## src/rtl/multi_accum_pkg.sv

```systemverilog
// Shared definitions for the multi-channel accumulator.
//   state_e  : clear-all sequencer states
//   ch_width : channel-index width for a given channel count (never below 1)
package multi_accum_pkg;

    typedef enum logic [1:0] {
        IDLE  = 2'd0,
        DRAIN = 2'd1,
        SWEEP = 2'd2
    } state_e;

    // Channel index width: clog2 of the channel count, minimum one bit
    function automatic int ch_width(input int n);
        int w;
        w = $clog2(n);
        if (w < 1) begin
            return 1;
        end else begin
            return w;
        end
    endfunction

endpackage

```

## src/rtl/accum_sat_add.sv

```systemverilog
// Combinational accumulate step with wrap or saturate behaviour.
// Ports:
//   acc      : current accumulator value
//   data     : unsigned sample, zero-extended before the add
//   sat_en   : 1 = clamp to all ones on carry-out, 0 = keep the low bits
//   acc_next : value to write back
//   ovf      : carry-out of the add (overflow in either mode)
module accum_sat_add
    import multi_accum_pkg::*;
#(
    parameter int DATA_W = 32,
    parameter int ACC_W  = 32
) (
    input  logic [ACC_W-1:0]  acc,
    input  logic [DATA_W-1:0] data,
    input  logic              sat_en,
    output logic [ACC_W-1:0]  acc_next,
    output logic              ovf
);

    logic [ACC_W:0] sum_s;

    // One extra bit of sum width exposes the carry used for overflow
    always_comb begin
        sum_s = {1'b0, acc} + {{(ACC_W + 1 - DATA_W){1'b0}}, data};
        if (sum_s[ACC_W]) begin
            ovf = 1'b1;
            if (sat_en) begin
                acc_next = {ACC_W{1'b1}};
            end else begin
                acc_next = sum_s[ACC_W-1:0];
            end
        end else begin
            ovf      = 1'b0;
            acc_next = sum_s[ACC_W-1:0];
        end
    end

endmodule

```

## src/rtl/multi_accum.sv

```systemverilog
// Multi-channel running-sum accumulator.
// Ports:
//   clock, reset_n         : rising-edge clock, asynchronous active-low reset
//   in_valid/in_ready      : sample handshake; in_chan/in_data/sat_en travel with it
//   clr_valid/clr_chan     : clear one channel (IDLE only)
//   clr_all                : start a drain + sweep that clears every channel
//   rd_req/rd_chan         : read request; rd_valid/rd_data/rd_ovf one edge later
//   ovf_flags              : sticky per-channel overflow flags
// A sample is registered into S1 on accept and written back on the next edge,
// so a following sample to the same channel already sees the updated value.
module multi_accum
    import multi_accum_pkg::*;
#(
    parameter int DATA_W   = 32,
    parameter int ACC_W    = 32,
    parameter int CHANNELS = 4,
    localparam int CH_W    = ch_width(CHANNELS)
) (
    input  logic                clock,
    input  logic                reset_n,
    input  logic                in_valid,
    output logic                in_ready,
    input  logic [CH_W-1:0]     in_chan,
    input  logic [DATA_W-1:0]   in_data,
    input  logic                sat_en,
    input  logic                clr_valid,
    input  logic [CH_W-1:0]     clr_chan,
    input  logic                clr_all,
    input  logic                rd_req,
    input  logic [CH_W-1:0]     rd_chan,
    output logic                rd_valid,
    output logic [ACC_W-1:0]    rd_data,
    output logic                rd_ovf,
    output logic [CHANNELS-1:0] ovf_flags
);

    localparam logic [CH_W:0]   CH_LIMIT = (CH_W + 1)'(CHANNELS);
    localparam logic [CH_W-1:0] LAST_CH  = CH_W'(CHANNELS - 1);

    state_e                state_r, next_state_s;
    logic [CH_W-1:0]       idx_r;
    logic                  in_ready_r;
    logic                  s1_valid_r;
    logic [CH_W-1:0]       s1_chan_r;
    logic [DATA_W-1:0]     s1_data_r;
    logic                  s1_sat_r;
    logic [ACC_W-1:0]      acc_r [CHANNELS];
    logic [CHANNELS-1:0]   ovf_r;
    logic                  rd_valid_r;
    logic [ACC_W-1:0]      rd_data_r;
    logic                  rd_ovf_r;

    logic                  idle_s, sweep_s;
    logic                  accept_s, in_ok_s, clr_ok_s, rd_ok_s;
    logic                  clr_do_s, clr_hit_s;
    logic [ACC_W-1:0]      add_in_s, add_next_s;
    logic                  add_ovf_s;

    assign in_ready  = in_ready_r;
    assign rd_valid  = rd_valid_r;
    assign rd_data   = rd_data_r;
    assign rd_ovf    = rd_ovf_r;
    assign ovf_flags = ovf_r;

    // FSM state register and sweep index
    always_ff @(posedge clock or negedge reset_n) begin
        if (!reset_n) begin
            state_r    <= IDLE;
            idx_r      <= {CH_W{1'b0}};
            in_ready_r <= 1'b1;
        end else begin
            state_r    <= next_state_s;
            in_ready_r <= (next_state_s == IDLE);
            if (state_r == DRAIN) begin
                idx_r <= {CH_W{1'b0}};
            end else if (state_r == SWEEP) begin
                idx_r <= idx_r + {{(CH_W-1){1'b0}}, 1'b1};
            end else begin
                idx_r <= idx_r;
            end
        end
    end

    // FSM next-state logic
    always_comb begin
        next_state_s = state_r;
        case (state_r)
            IDLE: begin
                if (clr_all) begin
                    next_state_s = DRAIN;
                end else begin
                    next_state_s = IDLE;
                end
            end
            DRAIN: next_state_s = SWEEP;
            SWEEP: begin
                if (idx_r == LAST_CH) begin
                    next_state_s = IDLE;
                end else begin
                    next_state_s = SWEEP;
                end
            end
            default: next_state_s = IDLE;
        endcase
    end

    // FSM state decodes
    always_comb begin
        idle_s  = 1'b0;
        sweep_s = 1'b0;
        case (state_r)
            IDLE:    idle_s  = 1'b1;
            SWEEP:   sweep_s = 1'b1;
            default: idle_s  = 1'b0;
        endcase
    end

    // Handshake, range checks and clear/S1 collision detection
    always_comb begin
        accept_s  = in_valid && in_ready_r;
        in_ok_s   = ({1'b0, in_chan}  < CH_LIMIT);
        clr_ok_s  = ({1'b0, clr_chan} < CH_LIMIT);
        rd_ok_s   = ({1'b0, rd_chan}  < CH_LIMIT);
        clr_do_s  = clr_valid && idle_s && clr_ok_s;
        clr_hit_s = clr_do_s && s1_valid_r && (clr_chan == s1_chan_r);
        // Clear-then-add: a colliding clear makes the add start from zero
        if (clr_hit_s) begin
            add_in_s = {ACC_W{1'b0}};
        end else begin
            add_in_s = acc_r[s1_chan_r];
        end
    end

    accum_sat_add #(
        .DATA_W (DATA_W),
        .ACC_W  (ACC_W)
    ) u_add (
        .acc      (add_in_s),
        .data     (s1_data_r),
        .sat_en   (s1_sat_r),
        .acc_next (add_next_s),
        .ovf      (add_ovf_s)
    );

    // S1 stage: out-of-range samples are accepted but never become valid
    always_ff @(posedge clock or negedge reset_n) begin
        if (!reset_n) begin
            s1_valid_r <= 1'b0;
            s1_chan_r  <= {CH_W{1'b0}};
            s1_data_r  <= {DATA_W{1'b0}};
            s1_sat_r   <= 1'b0;
        end else begin
            s1_valid_r <= accept_s && in_ok_s;
            if (accept_s) begin
                s1_chan_r <= in_chan;
                s1_data_r <= in_data;
                s1_sat_r  <= sat_en;
            end else begin
                s1_chan_r <= s1_chan_r;
                s1_data_r <= s1_data_r;
                s1_sat_r  <= s1_sat_r;
            end
        end
    end

    // Channel storage: sweep clear, then S1 write-back, then single clear
    always_ff @(posedge clock or negedge reset_n) begin
        if (!reset_n) begin
            for (int i = 0; i < CHANNELS; i++) begin
                acc_r[i] <= {ACC_W{1'b0}};
            end
            ovf_r <= {CHANNELS{1'b0}};
        end else begin
            for (int i = 0; i < CHANNELS; i++) begin
                if (sweep_s && (idx_r == CH_W'(i))) begin
                    acc_r[i] <= {ACC_W{1'b0}};
                    ovf_r[i] <= 1'b0;
                end else if (s1_valid_r && (s1_chan_r == CH_W'(i))) begin
                    acc_r[i] <= add_next_s;
                    ovf_r[i] <= add_ovf_s | (ovf_r[i] & ~clr_hit_s);
                end else if (clr_do_s && (clr_chan == CH_W'(i))) begin
                    acc_r[i] <= {ACC_W{1'b0}};
                    ovf_r[i] <= 1'b0;
                end else begin
                    acc_r[i] <= acc_r[i];
                    ovf_r[i] <= ovf_r[i];
                end
            end
        end
    end

    // Registered read port returning pre-edge storage contents
    always_ff @(posedge clock or negedge reset_n) begin
        if (!reset_n) begin
            rd_valid_r <= 1'b0;
            rd_data_r  <= {ACC_W{1'b0}};
            rd_ovf_r   <= 1'b0;
        end else begin
            rd_valid_r <= rd_req;
            if (rd_req && rd_ok_s) begin
                rd_data_r <= acc_r[rd_chan];
                rd_ovf_r  <= ovf_r[rd_chan];
            end else begin
                rd_data_r <= {ACC_W{1'b0}};
                rd_ovf_r  <= 1'b0;
            end
        end
    end

endmodule
```

## config.mk

```make
export PLATFORM = sky130hd
export DESIGN_NAME = multi_accum
export DESIGN_NICKNAME = d
export VERILOG_FILES = /design/src/rtl/multi_accum_pkg.sv /design/src/rtl/accum_sat_add.sv /design/src/rtl/multi_accum.sv
export SDC_FILE = /design/constraint.sdc
export NUM_CORES = 1
export LEC_CHECK = 0
export ABC_AREA = 1
export ABC_CLOCK_PERIOD_IN_PS = 9250
export BUFFER_PORTS_ARGS = -buffer_cell sky130_fd_sc_hd__buf_4
export CAP_MARGIN = 20
export CORE_UTILIZATION = 35
export DETAILED_ROUTE_END_ITERATION = 16
export GPL_TIMING_DRIVEN = 0
export MAX_ROUTING_LAYER = met4
export PLACE_DENSITY = 0.51
export SLEW_MARGIN = 10
export SYNTH_ARGS = -nofsm -noshare
export SYNTH_HDL_FRONTEND = slang
export SYNTH_SLANG_ARGS = --single-unit
```

## constraint.sdc

```tcl
create_clock -name clock -period 9.25 [get_ports clock]
set_clock_uncertainty 0.05 [all_clocks]
set_input_delay 0.925 -clock clock [delete_from_list [all_inputs] [get_ports clock]]
set_output_delay 0.925 -clock clock [all_outputs]
set_load 0.05 [all_outputs]
```

[After elaboration in Yosys (flattened, before gate mapping)]
Cells that the tools add are included.
Storage, ports and cells
  memory bits (writable): 0
  flip-flop bits (word level): 207
  word-level logic and storage cells: 117
  memory bits (read-only): 0
  bits in latches: 0
  memories: 0
  output and inout port bits: 39
  input bits: 45
Cells by class
  reduce and logical (&&, ||, !) cells: 26
  muxes and demuxes: 45
  bitwise logic cells: 11
  add/sub/neg operators: 2
  multipliers: 0
  divide/modulo/power cells: 0
  order comparisons: 3
  equal/unequal tests: 12
  shift-type cells: 0
Operators with widths (count)
  $mux 32: 20
  $bmux 32 s2: 2
  $add 32x32->33: 1
  $mux 1: 18
  $logic_and 1x1->1: 16
  $eq 2x2->1 const B: 7
  $reduce_bool 3->1: 4
  $logic_not 2->1: 5
  $eq 2x1->1 const B: 4
  $ge 3x3->1 const B: 2
  $mux 2: 3
  $not 2->3: 2
  $pmux 2 s3: 1
  $and 1x1->1: 4
  $or 1x1->1: 4
  $lt 2x3->1 const B: 1
  $add 2x1->2 const B: 1
  $bmux 1 s2: 1
  $eq 2x2->1: 1
  $reduce_bool 2->1: 1
  $not 1->1: 1

[Longest topological paths before layout]
Gate-level depths: netlist of run 1.
  depth in word-level cells: 11
  gate-level depth with buffers: 23
  mapped depth without buffers: 22

[By module]
A second synthesis of run 1 with hierarchy kept.
Second synthesis, totals
  cell total of the unflattened synthesis: 1629
  area total of the unflattened synthesis: 11965.2 um^2
Modules (own cells, without submodules)
  multi_accum: sequential area each 5181.2 um^2, cells an instance 1086, area each 9297.7 um^2, instances 1
  accum_sat_add: sequential area each 0.0 um^2, cells an instance 543, area each 2667.6 um^2, instances 1

[Worst setup path before layout of run 1]
OpenSTA, ideal clock, no wires.
  path kind: input-to-reg
  from: input port clr_valid
  to: register acc_r[81] in the netlist's numbering
  path buffers: 2
  library setup time: 119 ps
  required time: 9081 ps
  slack: 5639 ps
  stages on the path: 21
  arrival: 3442 ps
  cells stage by stage: nand2_1 inv_1 nand4_1 inv_1 buf_1 nor2_1 ha_1 fa_1 nand2_2 nand2_2 nand3_2 nand2_2 nand2_2 nand2_4 nand2_4 nand2_8 nand2_8 buf_12 nand2_4 nand2_1 o21ai_2
Between the ends
  longest elaborated chain between the ends: 9
  elaborated cells on any way between the ends: 11
  classes of those cells: add/sub (1); mux (5); reduce/logical (5)
RTL lines
  start, declared: line multi_accum.sv:26  | input logic clr_valid,
  $logic_and 1x1->1 *: line multi_accum.sv:124  | clr_do_s = clr_valid && idle_s && clr_ok_s;
  $logic_and 1x1->1 (2 in series): line multi_accum.sv:125  | clr_hit_s = clr_do_s && s1_valid_r && (clr_chan == s1_chan_r);
  $mux 32: line multi_accum.sv:127  | if (clr_hit_s) begin
  $add 32x32->33: line accum_sat_add.sv:25  | sum_s = {1'b0, acc} + {{(ACC_W + 1 - DATA_W){1'b0}}, data};
  $mux 32: line accum_sat_add.sv:28  | if (sat_en) begin
  $mux 32: line accum_sat_add.sv:26  | if (sum_s[ACC_W]) begin
  $mux 32: line multi_accum.sv:178  | end else if (s1_valid_r && (s1_chan_r == CH_W'(i))) begin
  $mux 32: line multi_accum.sv:175  | if (sweep_s && (idx_r == CH_W'(i))) begin
  end signal, assigned by index: line multi_accum.sv:176  | acc_r[i] <= {ACC_W{1'b0}};
  end signal, assigned by index: line multi_accum.sv:179  | acc_r[i] <= add_next_s;
  end signal, assigned by index: line multi_accum.sv:182  | acc_r[i] <= {ACC_W{1'b0}};
  end, declared: line multi_accum.sv:47  | logic [ACC_W-1:0] acc_r [CHANNELS];
Every way passes the cells marked *; elsewhere a longest branch is shown, timed or not.
A chain may end at the register's enable or synchronous reset.

[Final worst setup path of run 1]
  from: register s1_chan_r[1]
  to: register acc_r[19] in the netlist's numbering
Between the ends
  longest elaborated chain between the ends: 10
  elaborated cells on any way between the ends: 15
  classes of those cells: add/sub (1); eq/ne (2); mux (8); bitwise (1); reduce/logical (3)
RTL lines
  start, declared: line multi_accum.sv:44  | logic [CH_W-1:0] s1_chan_r;
  start signal, assigned: line multi_accum.sv:149  | s1_chan_r <= {CH_W{1'b0}};
  start signal, assigned: line multi_accum.sv:155  | s1_chan_r <= in_chan;
  start signal, assigned: line multi_accum.sv:159  | s1_chan_r <= s1_chan_r;
  $not 2->3 (implied by the code): line multi_accum.sv:130  | add_in_s = acc_r[s1_chan_r];
  $bmux 32 s2: line multi_accum.sv:130
  $mux 32 (implied by the code) (2 in series): line multi_accum.sv:130
  $mux 32: line multi_accum.sv:127
  $add 32x32->33: line accum_sat_add.sv:25
  $mux 32: line accum_sat_add.sv:28
  $mux 32: line accum_sat_add.sv:26
  $mux 32: line multi_accum.sv:178
  $mux 32: line multi_accum.sv:175
Several ways; a longest one is shown, not always the timed one. The select of a mux whose other input is x is not followed.

==> run summary, run 1 <==
==================================================================================================
Leak Pwr ............................................................................      7.67 nW
Number of antenna violations at the first check in global routing ...................            2
Post-Syn Nets .......................................................................         1790
CTS-repair resized insts ............................................................            0
Critical Path AT ....................................................................      4560 ps
Number of CTS-inserted buffers ......................................................           25
Chain of cells forming the critical path ............................................ nand2_1 > clkbuf_1 > buf_2 > o22ai_1 > a221oi_1 > nor2_1 > ha_1 > nand2_1 > inv_1 > nand2_1 > nor2_1 > nand4_1 > nand3_1 > nand2_1 > nand2_1 > nand2_4 > nand2_1 > o21ai_2
Endpoint class of the critical path .................................................         flop
Placed Cells ........................................................................         2241
Number of H-tree levels .............................................................            1
Clock tree root driver cell .........................................................    clkbuf_16
Met3 GRT Util .......................................................................        3.38%
Largest net degree at the start of global routing ...................................          107
Final Max Tran Viols ................................................................            0
Most frequent CP cell ...............................................................      nand2_1
Initial core utilization ............................................................        35.8%
Synth Area in XOR/XNOR ..............................................................        1.19%
Post-synthesis sequential element count .............................................          207
End-of-flow core utilization ........................................................        41.8%
Number of max-cap violations ........................................................            0
Synthesized-area fraction occupied by and/or/nand/nor cells .........................        28.7%
Clock transition time at the flip-flop clock pins of the worst setup and hold paths .        60 ps
Global Route Usage Sum ..............................................................        22.5%
Ports placed on the boundary ........................................................           84
Met1 track demand over resource .....................................................        33.7%
Buffers added on ports ..............................................................           81
DRC viols ...........................................................................            0
CTS sink count ......................................................................          207
First-pass detailed-route iteration total ...........................................            5
Via total after detailed routing ....................................................        11100
IR drop worst, VDD ..................................................................     0.151 mV
Worst setup path class .............................................................. flop to flop
Full die area .......................................................................   0.0365 mm²
Dominant register cell in the synthesized netlist ...................................      dfrtp_1
Count of final setup violators ......................................................            0
Class of the most critical hold timing path ......................................... input port to asynchronous set/reset pin
Fraction of registers with async set/reset ..........................................         100%
Hold violation count in the final report ............................................            0
Result of the run ................................................................... finished, final reports clean
Area grow syn2layout ................................................................        16.5%
Area fraction in compound gates after synthesis .....................................        15.0%
Vertical extent of the die ..........................................................       191 µm
Data required, critical path ........................................................      9610 ps
Number of hold buffers added after CTS ..............................................            0
Slew at the pin with the worst max-slew slack .......................................       832 ps
GRT Max-Usage Layer .................................................................         met1
Largest family of logic cells by synthesized area ................................... simple AND/OR/NAND/NOR gates
Post-synthesis sequential area ratio ................................................        41.4%
Clock period minus final worst setup slack ..........................................      4200 ps
Number of enable flip-flop cells after synthesis ....................................            0
RSZ-0062 raised after global routing ................................................           no
Post-Syn Area .......................................................................   0.0125 mm²
Adder-cell share of the synthesized area ............................................        4.16%
Antenna violation net count after detailed routing ..................................            0
Cell type of the slowest stage on the worst timing path .............................     a221oi_1
Buffers & Inverters on Critical Path ................................................            3
Avg Inst Size Synth .................................................................     7.34 µm²
Total negative setup slack ..........................................................         0 ps
Ratio of cells with drive above 1 in the final layout ...............................        13.7%
Clock Latency Late Sink .............................................................       550 ps
Crit path launch type ...............................................................         flop
Distinct cells, synth ...............................................................           38
Ratio of routed vias to standard cells ..............................................         4.85
Power per cell area .................................................................   395 mW/mm²
Reg2Reg Setup Slack .................................................................      5050 ps
Post-detailed-route wirelength per cell .............................................      17.1 µm
Ratio of final minimum period to clock period .......................................        45.4%
Yosys warns .........................................................................            0
Max Clock Freq ......................................................................      238 MHz
Number of standard cells after synthesis ............................................         1704
Delay of the slowest critical-path stage ............................................       540 ps
Non-filler instance count after layout ..............................................         2288
Tightest slew margin relative to the limit ..........................................        44.5%
Largest delay share family, worst path .............................................. simple AND/OR/NAND/NOR gates
Number of design-rule violations left by the first detailed-router iteration ........         1040
TritonCTS clock tree ................................................................        built
Core Box Area .......................................................................   0.0349 mm²
Routed wire length ..................................................................     39100 µm
GR Overflow Total ...................................................................            0
Crit path max fanout ................................................................           10
Wire length of the first global-routing pass ........................................     61400 µm
Clock tree buffer depth .............................................................            3
Die boundary width ..................................................................       191 µm
GPL Wtd Cong ........................................................................        0.935
Post-CTS setup-driven buffer insertion count ........................................            0
# rows ..............................................................................           68
Met2 layer usage reported by global route ...........................................        32.0%
Vias in the first global route ......................................................        10700
HPWL after detailed placement .......................................................     29800 µm
Number of nets at the end of the flow ...............................................         1899
Share of synthesized area spent on multiplexers .....................................           0%
==================================================================================================
-- metrics by stage --
step | hold WS [ps] | worst slack [ps] | cell area (µm²) | total power [W]
2_1_floorplan | 405 | 5640 | 12500 | 0.00373
3_3_place_gp | 423 | 4900 | 13700 | 0.00468
3_5_place_dp | 424 | 4890 | 13700 | 0.00471
4_1_cts | 416 | 5130 | 14600 | 0.00576
5_1_grt | 455 | 4810 | 14600 | 0.00620
6_report | 357 | 5050 | 14600 | 0.00575
-- where the power goes --
part           internal (W)  switching [W]
logic               0.00103        0.00223
registers           0.00124       0.000234
clock network      0.000619       0.000396
total               0.00289        0.00286
-- sequential cells by signal, summed over array words and instances, names as in the netlist, 2 cells and up --
| signal | flops |
|---|---|
| acc_r | 128 |
| rd_data | 32 |
| s1_data_r | 32 |
| ovf_flags | 4 |
| idx_r | 2 |
| s1_chan_r | 2 |
| state_r | 2 |
-- cell usage in the layout (no fill, tap or decap), drive strengths merged --
master / count
nand2: 674
inv: 219
dfrtp: 206
o21ai: 134
nor2: 120
buf: 108
a21oi: 106
clkbuf: 82
ha: 40
nand3: 31
a22oi: 24
a221oi: 20
o22ai: 20
xnor2: 15
nand3b: 8
clkinv: 5
nor3: 5
nand4: 3
bufinv: 3
diode: 2
xor2: 2
o21bai: 1
and3: 1
a311oi: 1
fa: 1
clkinvlp: 1
dfstp: 1
-- cells by family (layout without fill, tap and decap cells) --
kind of cell / after synthesis / in the layout
simple gates: 842 / 842
compound gates: 306 / 306
buf+inv: 291 / 418
flops: 207 / 207
fa+ha+maj: 41 / 41
xor+xnor: 17 / 17
other cells: 0 / 2
-- routing by layer --
metal / part of all wire [%] / routed length (µm)
met1: 50 / 19400
met2: 41 / 16200
met3: 7.5 / 2920
met4: 1.5 / 597
met5: 0 / 0
-- cell type report --
class                   count  area (µm²)
multi-input cells        1206        6130
well taps                 455         569
plain buffers              73         373
clock inverters            10         131
repair buffers             82         643
flip-flops and latches    207        5180
inverters                 218         818
clock buffers              35         713
fillers                  3691       20300
diodes                      2        5.00
-- final timing paths --
path	from	end	cells past startpoint
worst max-delay path	s1_chan_r[1]$_DFFE_PN0P_	acc_r[19]$_DFFE_PN0P_	18
worst min-delay path	reset_n	rd_data[5]$_DFF_PN0_	1
worst max register to register	s1_chan_r[1]$_DFFE_PN0P_	acc_r[19]$_DFFE_PN0P_	18
worst min register to register	s1_data_r[22]$_DFFE_PN0P_	s1_data_r[22]$_DFFE_PN0P_	2
max in group asynchronous	reset_n	acc_r[57]$_DFFE_PN0P_	2
min in group clock	s1_data_r[22]$_DFFE_PN0P_	s1_data_r[22]$_DFFE_PN0P_	2
-- synthesized netlist by cell type (4+ instances only) --
master	count	area [µm²]
a21oi_1	103	515
a221oi_1	20	175
a22oi_1	24	180
buf_2	10	50.1
buf_4	10	75.1
clkbuf_1	47	176
dfrtp_1	206	5150
ha_1	40	500
inv_1	211	792
inv_2	7	26.3
nand2_1	628	2360
nand2_2	15	93.8
nand2_4	29	327
nand3_1	27	135
nand3b_1	8	60.1
nor2_1	116	435
nor2_2	4	25.0
nor3_1	4	20.0
o21ai_0	77	385
o21ai_1	18	90.1
o21ai_2	39	342
o22ai_1	20	125
xnor2_1	15	131
Note: power is estimated with default switching activity, not from simulation.
==> inputs of run 2 (changes only) <==
Settings changed: ABC_AREA 1 to 0, ABC_CLOCK_PERIOD_IN_PS 9250 to 3480, PLACE_DENSITY 0.51 to 0.53.
Clock period 9.25 ns to 3.48 ns, I/O delays scaled along.
==> run summary, run 2 <==
==================================================================================================
Post-synthesis sequential area ratio ................................................        44.2%
Die boundary width ..................................................................       185 µm
Cells taking the most area after synthesis .......................................... dfrtp_1 44%, mux4_2 12%, ha_1 4.3%
Most frequent cells in the layout ................................................... 206 x dfrtp_1, 129 x buf_4, 126 x nand2_1
Core Box Area .......................................................................   0.0327 mm²
Data required, critical path ........................................................      3870 ps
RSZ-0062 raised after global routing ................................................          yes
Vias in the first global route ......................................................        10100
Pint ................................................................................    0.00951 W
Endpoint class of the critical path .................................................         flop
Number of max-cap violations ........................................................            0
Number of standard cells after synthesis ............................................         1096
Clock Latency Late Sink .............................................................       540 ps
DRC viols ...........................................................................            0
Clock period minus final worst setup slack ..........................................      3860 ps
Clock tree buffer depth .............................................................            3
Endpoint of the most critical setup path ............................................ acc_r[112]$_DFFE_PN0P_
Fraction of registers with async set/reset ..........................................         100%
Vertical extent of the die ..........................................................       185 µm
First-pass detailed-route iteration total ...........................................            5
Antenna cells .......................................................................            0
Avg Inst Size Synth .................................................................     10.7 µm²
Ratio of cells with drive above 1 in the final layout ...............................        33.6%
HPWL after detailed placement .......................................................     27300 µm
Violations in the final reports ..................................................... negative setup slack
Chain of cells forming the critical path ............................................ buf_8 > buf_12 > buf_12 > mux4_2 > nor2b_4 > ha_4 > a211oi_4 > o21a_2 > a211o_4 > a211o_4 > a211oi_4 > buf_6 > buf_12 > buf_12 > nor2_4 > o21ai_1
Number of nets at the end of the flow ...............................................         1378
Largest register FFs ................................................................          128
Area grow syn2layout ................................................................        32.6%
Number of antenna violations at the first check in global routing ...................            0
Number of inserted filler cells in the final layout .................................         3051
Global Route Usage Sum ..............................................................        24.9%
Combinational share of power ........................................................        64.0%
Worst r2r src ....................................................................... s1_chan_r[0]$_DFFE_PN0P_
Hold path startpoint ................................................................   in_data[9]
Number of enable flip-flop cells after synthesis ....................................            0
Largest net degree at the start of global routing ...................................           97
Net switching power figure ..........................................................    0.00856 W
Crit path launch type ...............................................................         flop
Post-detailed-route wirelength per cell .............................................      23.4 µm
Post-Syn Area .......................................................................   0.0117 mm²
Count of final setup violators ......................................................          131
Antenna violation net count after detailed routing ..................................            0
Reg2Reg Setup Slack .................................................................      -380 ps
Overall power of the completed layout ...............................................     0.0181 W
Critical Path AT ....................................................................      4250 ps
Ratio of routed vias to standard cells ..............................................         5.73
# rows ..............................................................................           66
Buffers & Inverters on Critical Path ................................................            6
Final Max Tran Viols ................................................................            0
Routed wire length ..................................................................     40900 µm
Distinct cells, synth ...............................................................           63
Number of CTS-inserted buffers ......................................................           25
Clock transition time at the flip-flop clock pins of the worst setup and hold paths .        60 ps
Full die area .......................................................................   0.0342 mm²
Slew at the pin with the worst max-slew slack .......................................      1200 ps
Worst setup path class .............................................................. flop to flop
GPL Wtd Cong ........................................................................        0.928
Initial core utilization ............................................................        35.8%
Tightest slew margin relative to the limit ..........................................        19.9%
Register share of total power .......................................................        21.9%
Hold Slack ..........................................................................      14.3 ps
Clock share of power ................................................................        14.2%
Most frequent CP cell ...............................................................       buf_12
Commonest cells in the netlist ...................................................... 206 x dfrtp_1, 132 x nand2_1, 65 x mux4_2
TritonCTS clock tree ................................................................        built
Cell taking the most area after synthesis ...........................................      dfrtp_1
Total negative setup slack ..........................................................    -34840 ps
Launching element of the worst setup path ........................................... s1_chan_r[0]$_DFFE_PN0P_
Min setup slack post-route ..........................................................      -380 ps
Post-synthesis sequential element count .............................................          207
Cell count along the critical path ..................................................           16
Leak Pwr ............................................................................      6.84 nW
Worst R2R Path Depth ................................................................           16
Placed Cells ........................................................................         1622
Terminus of the critical flop-to-flop path .......................................... acc_r[112]$_DFFE_PN0P_
Buffers added on ports ..............................................................           81
CTS sink count ......................................................................          207
Non-filler instance count after layout ..............................................         1750
Largest delay share family, worst path .............................................. compound AO/OA/AOI/OAI gates
IR drop worst, VDD ..................................................................     0.530 mV
Hold violation count in the final report ............................................            0
Clock tree root driver cell .........................................................    clkbuf_16
Ports placed on the boundary ........................................................           84
Post-Syn Nets .......................................................................         1182
End-of-flow core utilization ........................................................        47.5%
Switching Share .....................................................................        47.4%
Power per cell area .................................................................  1160 mW/mm²
Via total after detailed routing ....................................................        10000
Dominant register cell in the synthesized netlist ...................................      dfrtp_1
Ratio of final minimum period to clock period .......................................         111%
Yosys warns .........................................................................            0
Wire length of the first global-routing pass ........................................     61200 µm
Max Clock Freq ......................................................................      259 MHz
Delay of the slowest critical-path stage ............................................       500 ps
Result of the run ................................................................... finished, violations left
Count leader, synth .................................................................      dfrtp_1
Top-area cell type share of the netlist area ........................................        44.0%
Class of the most critical hold timing path ......................................... input port to flop
Largest register by flop count ......................................................        acc_r
Number of design-rule violations left by the first detailed-router iteration ........          964
Number of H-tree levels .............................................................            1
Most frequent standard cell in the layout excluding fill and tap cells ..............      dfrtp_1
GR Overflow Total ...................................................................            0
Cell type of the slowest stage on the worst timing path .............................       mux4_2
Crit path max fanout ................................................................            8
==================================================================================================
==> run 2: cell types whose count changed after synthesis, sizes merged, moves of 38 or more <==
cell and delta:
nor2 -56, mux4 +65, inv -203, and2 +38, a21oi -62, nand2 -542
==> run 2: worst min-delay path by stage <==
stage | endpoint | slack, ps | depth (start not counted)
2_1_floorplan | acc_r[0]$_DFFE_PN0P_ | 2 | 0
3_3_place_gp | acc_r[24]$_DFFE_PN0P_ | 430 | 2
3_5_place_dp | rd_data[9]$_DFF_PN0_ | 180 | 1
4_1_cts | s1_data_r[17]$_DFFE_PN0P_ | 0.4 | 2
5_1_grt | s1_data_r[12]$_DFFE_PN0P_ | 5 | 2
6_report | s1_data_r[9]$_DFFE_PN0P_ | 10 | 2
==> run 2: cell families (layout without fill, tap and decap cells) <==
family / count (synthesis) / count (layout) / synth area share [%]
AO/OA/AOI/OAI: 280 / 281 / 16.0
XOR/XNOR: 20 / 20 / 1.50
adder cells (fa/ha/maj): 41 / 41 / 4.44
buffers and inverters: 86 / 297 / 2.82
flip-flops: 207 / 207 / 44.2
multiplexers: 107 / 107 / 16.4
AND/OR/NAND/NOR: 355 / 355 / 14.6
==> run 2: layout make-up <==
type                            instances  area [µm²]  share of cell area [%]
Multi-Input combinational cell        804        7020                    45.2
Sequential cell                       207        5180                    33.4
Tap cell                              442         553                    3.56
Inverter                               15        56.3                   0.363
Buffer                                 65         387                    2.49
Clock buffer                           33         716                    4.61
Timing Repair Buffer                  174        1530                    9.84
Clock inverter                         10        85.1                   0.548
==> run 2: metal layers <==
layer  vias up  GRT usage (%)  routed length [µm]
met5         -              -                   0
met4         0           9.72                1580
met3        78           3.40                2770
met2       410           37.5               18800
met1      5078           33.9               17800
li1       4455              -                   -
==> run 2: through the flow <==
stage,setup WS (ps),area (µm²)
finish,-380,15500
global route,-503,15500
CTS,-361,15000
detailed placement,-1410,13100
global placement,-1370,13000
floorplan,17.0,11800
==> run 2: power groups by stage <==
stage                     Combinational [W]  Clock [W]  Sequential [W]
after global routing                 0.0124    0.00270         0.00406
after floorplan                     0.00612          0         0.00407
final                                0.0116    0.00256         0.00395
after CTS                            0.0103    0.00261         0.00393
after global placement              0.00882          0         0.00393
after detailed placement            0.00888          0         0.00396
==> run 2: repair_timing <==
action	CTS	global route
endpoints found under the setup margin	132	132
pin swaps	63	75
gates cloned	2	2
endpoints found under the hold margin	58	0
setup buffers	39	21
resized for setup	125	84
hold buffers	30	0
==> inputs of run 3 (changes only) <==
Settings changed: SYNTH_HIERARCHICAL set to 1.
==> run summary, run 3 <==
==================================================================================================
Result of the run ................................................................... finished, violations left
Largest family of logic cells by synthesized area ................................... compound AO/OA/AOI/OAI gates
Placed Cells ........................................................................         1397
Post-Syn Nets .......................................................................          997
Met2 layer usage reported by global route ...........................................        33.0%
Final Max Tran Viols ................................................................            0
Clock tree root driver cell .........................................................    clkbuf_16
Fraction of registers with async set/reset ..........................................         100%
Hold violation count in the final report ............................................            0
Number of enable flip-flop cells after synthesis ....................................            0
Commonest cells in the netlist ...................................................... 206 x dfrtp_1, 132 x a22o_1, 65 x mux4_2
Violations in the final reports ..................................................... negative setup slack
Clock Latency Late Sink .............................................................       530 ps
GPL Wtd Cong ........................................................................        0.880
Launching element of the worst setup path ........................................... s1_chan_r[0]$_DFFE_PN0P_
Hold Slack ..........................................................................      11.5 ps
Synthesized-area fraction occupied by and/or/nand/nor cells .........................        9.41%
Avg Inst Size Synth .................................................................     12.4 µm²
Most frequent standard cell in the layout excluding fill and tap cells ..............      dfrtp_1
Count leader, synth .................................................................      dfrtp_1
Hold path startpoint ................................................................  in_data[31]
Tightest slew margin relative to the limit ..........................................        42.2%
Antenna cells .......................................................................            0
Initial core utilization ............................................................        35.6%
Endpoint of the most critical setup path ............................................ acc_r[81]$_DFFE_PN0P_
Distinct cells, synth ...............................................................           67
Antenna violation net count after detailed routing ..................................            0
DRC viols ...........................................................................            0
Buffers added on ports ..............................................................           81
Clock tree buffer depth .............................................................            3
End-of-flow core utilization ........................................................        47.4%
Via total after detailed routing ....................................................         8663
Dominant register cell in the synthesized netlist ...................................      dfrtp_1
Delay of the slowest critical-path stage ............................................       530 ps
Adder-cell share of the synthesized area ............................................        4.50%
Total negative setup slack ..........................................................    -61630 ps
Clock period minus final worst setup slack ..........................................      4000 ps
Post-Syn Area .......................................................................   0.0113 mm²
CTS sink count ......................................................................          207
Worst r2r src ....................................................................... s1_chan_r[0]$_DFFE_PN0P_
Area fraction in compound gates after synthesis .....................................        18.0%
Non-filler instance count after layout ..............................................         1521
Ratio of cells with drive above 1 in the final layout ...............................        37.6%
Cell taking the most area after synthesis ...........................................      dfrtp_1
Most frequent cells in the layout ................................................... 206 x dfrtp_1, 132 x a22o_1, 129 x buf_4
Reg2Reg Setup Slack .................................................................      -520 ps
Number of CTS-inserted buffers ......................................................           25
First-pass detailed-route iteration total ...........................................            5
Worst setup path class .............................................................. flop to flop
Largest delay share family, worst path .............................................. compound AO/OA/AOI/OAI gates
Top-area cell type share of the netlist area ........................................        45.7%
Post-synthesis sequential element count .............................................          207
Clock transition time at the flip-flop clock pins of the worst setup and hold paths .        60 ps
Yosys warns .........................................................................            6
Count of final setup violators ......................................................          132
Area grow syn2layout ................................................................        33.1%
GR Overflow Total ...................................................................            0
Global Route Usage Sum ..............................................................        21.1%
Data required, critical path ........................................................      3840 ps
Slew at the pin with the worst max-slew slack .......................................       867 ps
Ports placed on the boundary ........................................................           84
Crit path max fanout ................................................................            9
Endpoint class of the critical path .................................................         flop
Number of standard cells after synthesis ............................................          912
# rows ..............................................................................           65
Die boundary width ..................................................................       182 µm
Vertical extent of the die ..........................................................       182 µm
Max Clock Freq ......................................................................      250 MHz
HPWL after detailed placement .......................................................     22100 µm
Number of antenna violations at the first check in global routing ...................            0
Wire length of the first global-routing pass ........................................     51800 µm
Largest register FFs ................................................................          128
Met3 GRT Util .......................................................................        3.57%
Number of max-cap violations ........................................................            0
Buffers & Inverters on Critical Path ................................................            4
Crit path launch type ...............................................................         flop
RSZ-0062 raised after global routing ................................................          yes
Number of design-rule violations left by the first detailed-router iteration ........          567
Critical Path AT ....................................................................      4360 ps
Post-detailed-route wirelength per cell .............................................      22.1 µm
Number of H-tree levels .............................................................            1
Post-synthesis sequential area ratio ................................................        45.9%
Ratio of routed vias to standard cells ..............................................         5.70
TritonCTS clock tree ................................................................        built
Min setup slack post-route ..........................................................      -519 ps
Largest register by flop count ......................................................        acc_r
Routed wire length ..................................................................     33600 µm
Worst R2R Path Depth ................................................................           15
Class of the most critical hold timing path ......................................... input port to flop
Largest net degree at the start of global routing ...................................           93
Cell count along the critical path ..................................................           15
Cell type of the slowest stage on the worst timing path .............................       mux4_2
Chain of cells forming the critical path ............................................ buf_12 > buf_12 > mux4_2 > nor2b_1 > ha_4 > a21o_1 > o21bai_4 > a221oi_4 > a211o_1 > a31oi_4 > o31ai_4 > buf_6 > clkbuf_16 > nand2_2 > a22o_1
Core Box Area .......................................................................   0.0316 mm²
Vias in the first global route ......................................................         8757
Cells taking the most area after synthesis .......................................... dfrtp_1 46%, mux4_2 13%, a22o_1 10%
Number of nets at the end of the flow ...............................................         1186
Synth Area in XOR/XNOR ..............................................................        1.94%
GRT Max-Usage Layer .................................................................         met2
Share of synthesized area spent on multiplexers .....................................        16.7%
Met1 track demand over resource .....................................................        28.3%
Terminus of the critical flop-to-flop path .......................................... acc_r[81]$_DFFE_PN0P_
Most frequent CP cell ...............................................................       buf_12
Ratio of final minimum period to clock period .......................................         115%
Full die area .......................................................................   0.0329 mm²
==================================================================================================
[run 3: cell types whose count changed after synthesis, moves of 9 or more]
cell	delta
a22oi_1	-14
buf_2	+25
buf_1	-9
a22o_1	+112
o21ai_1	-58
a221o_1	-14
nor2_1	-42
clkbuf_1	-30
nand2_1	-75
a21oi_1	-11
o21ai_0	-29
nand4_1	-14
nand3_1	-14
[run 3: what timing repair did]
action	in CTS	in global routing
hold endpoints to repair	55	2
pin swaps	54	47
buffers inserted	38	14
endpoints found under the setup margin	132	132
hold buffers	29	2
gates resized for setup	107	37
cloned	4	2
[run 3: logic make-up (layout without fill, tap and decap cells)]
kind of cell	count (synthesis)	in the layout
simple gates	199	199
mux	102	102
compound gates	257	257
flops	207	207
buf+inv	82	289
xor+xnor	25	25
fa+ha+maj	40	40
[run 3: layout make-up]
cell class                      instances  area, µm²
Buffer                                 58        449
Clock buffer                           34        729
Clock inverter                         11        160
Fill cell                            2855      16600
Inverter                               15       56.3
Multi-Input combinational cell        623       6350
Sequential cell                       207       5180
Tap cell                              402        503
Timing Repair Buffer                  171       1580
[run 3: stage by stage]
step | worst slack [ps] | area [µm²]
detailed placement | -1650 | 12600
CTS | -443 | 14600
finish | -519 | 15000
global placement | -1630 | 12500
global route | -612 | 15000
floorplan | -254 | 11400
[run 3: routing by layer]
layer,share of wire [%],wire length (µm)
met2,48,16000
met1,44,14800
met5,0,0
met4,2.0,683
met3,6.4,2160
[run 3: worst min path at each step]
stage                                endpoint  slack (ps)  cells past startpoint
floorplan                acc_r[0]$_DFFE_PN0P_           2                      0
global placement     s1_data_r[0]$_DFFE_PN0P_         440                      1
detailed placement      acc_r[87]$_DFFE_PN0P_         180                      1
CTS                  s1_data_r[7]$_DFFE_PN0P_         0.7                      2
global route        s1_data_r[31]$_DFFE_PN0P_           4                      2
finish              s1_data_r[31]$_DFFE_PN0P_          10                      2
Power of run 3 is not shown: default switching activity piles up to over one toggle a cycle in this logic, so the estimate is an artifact.
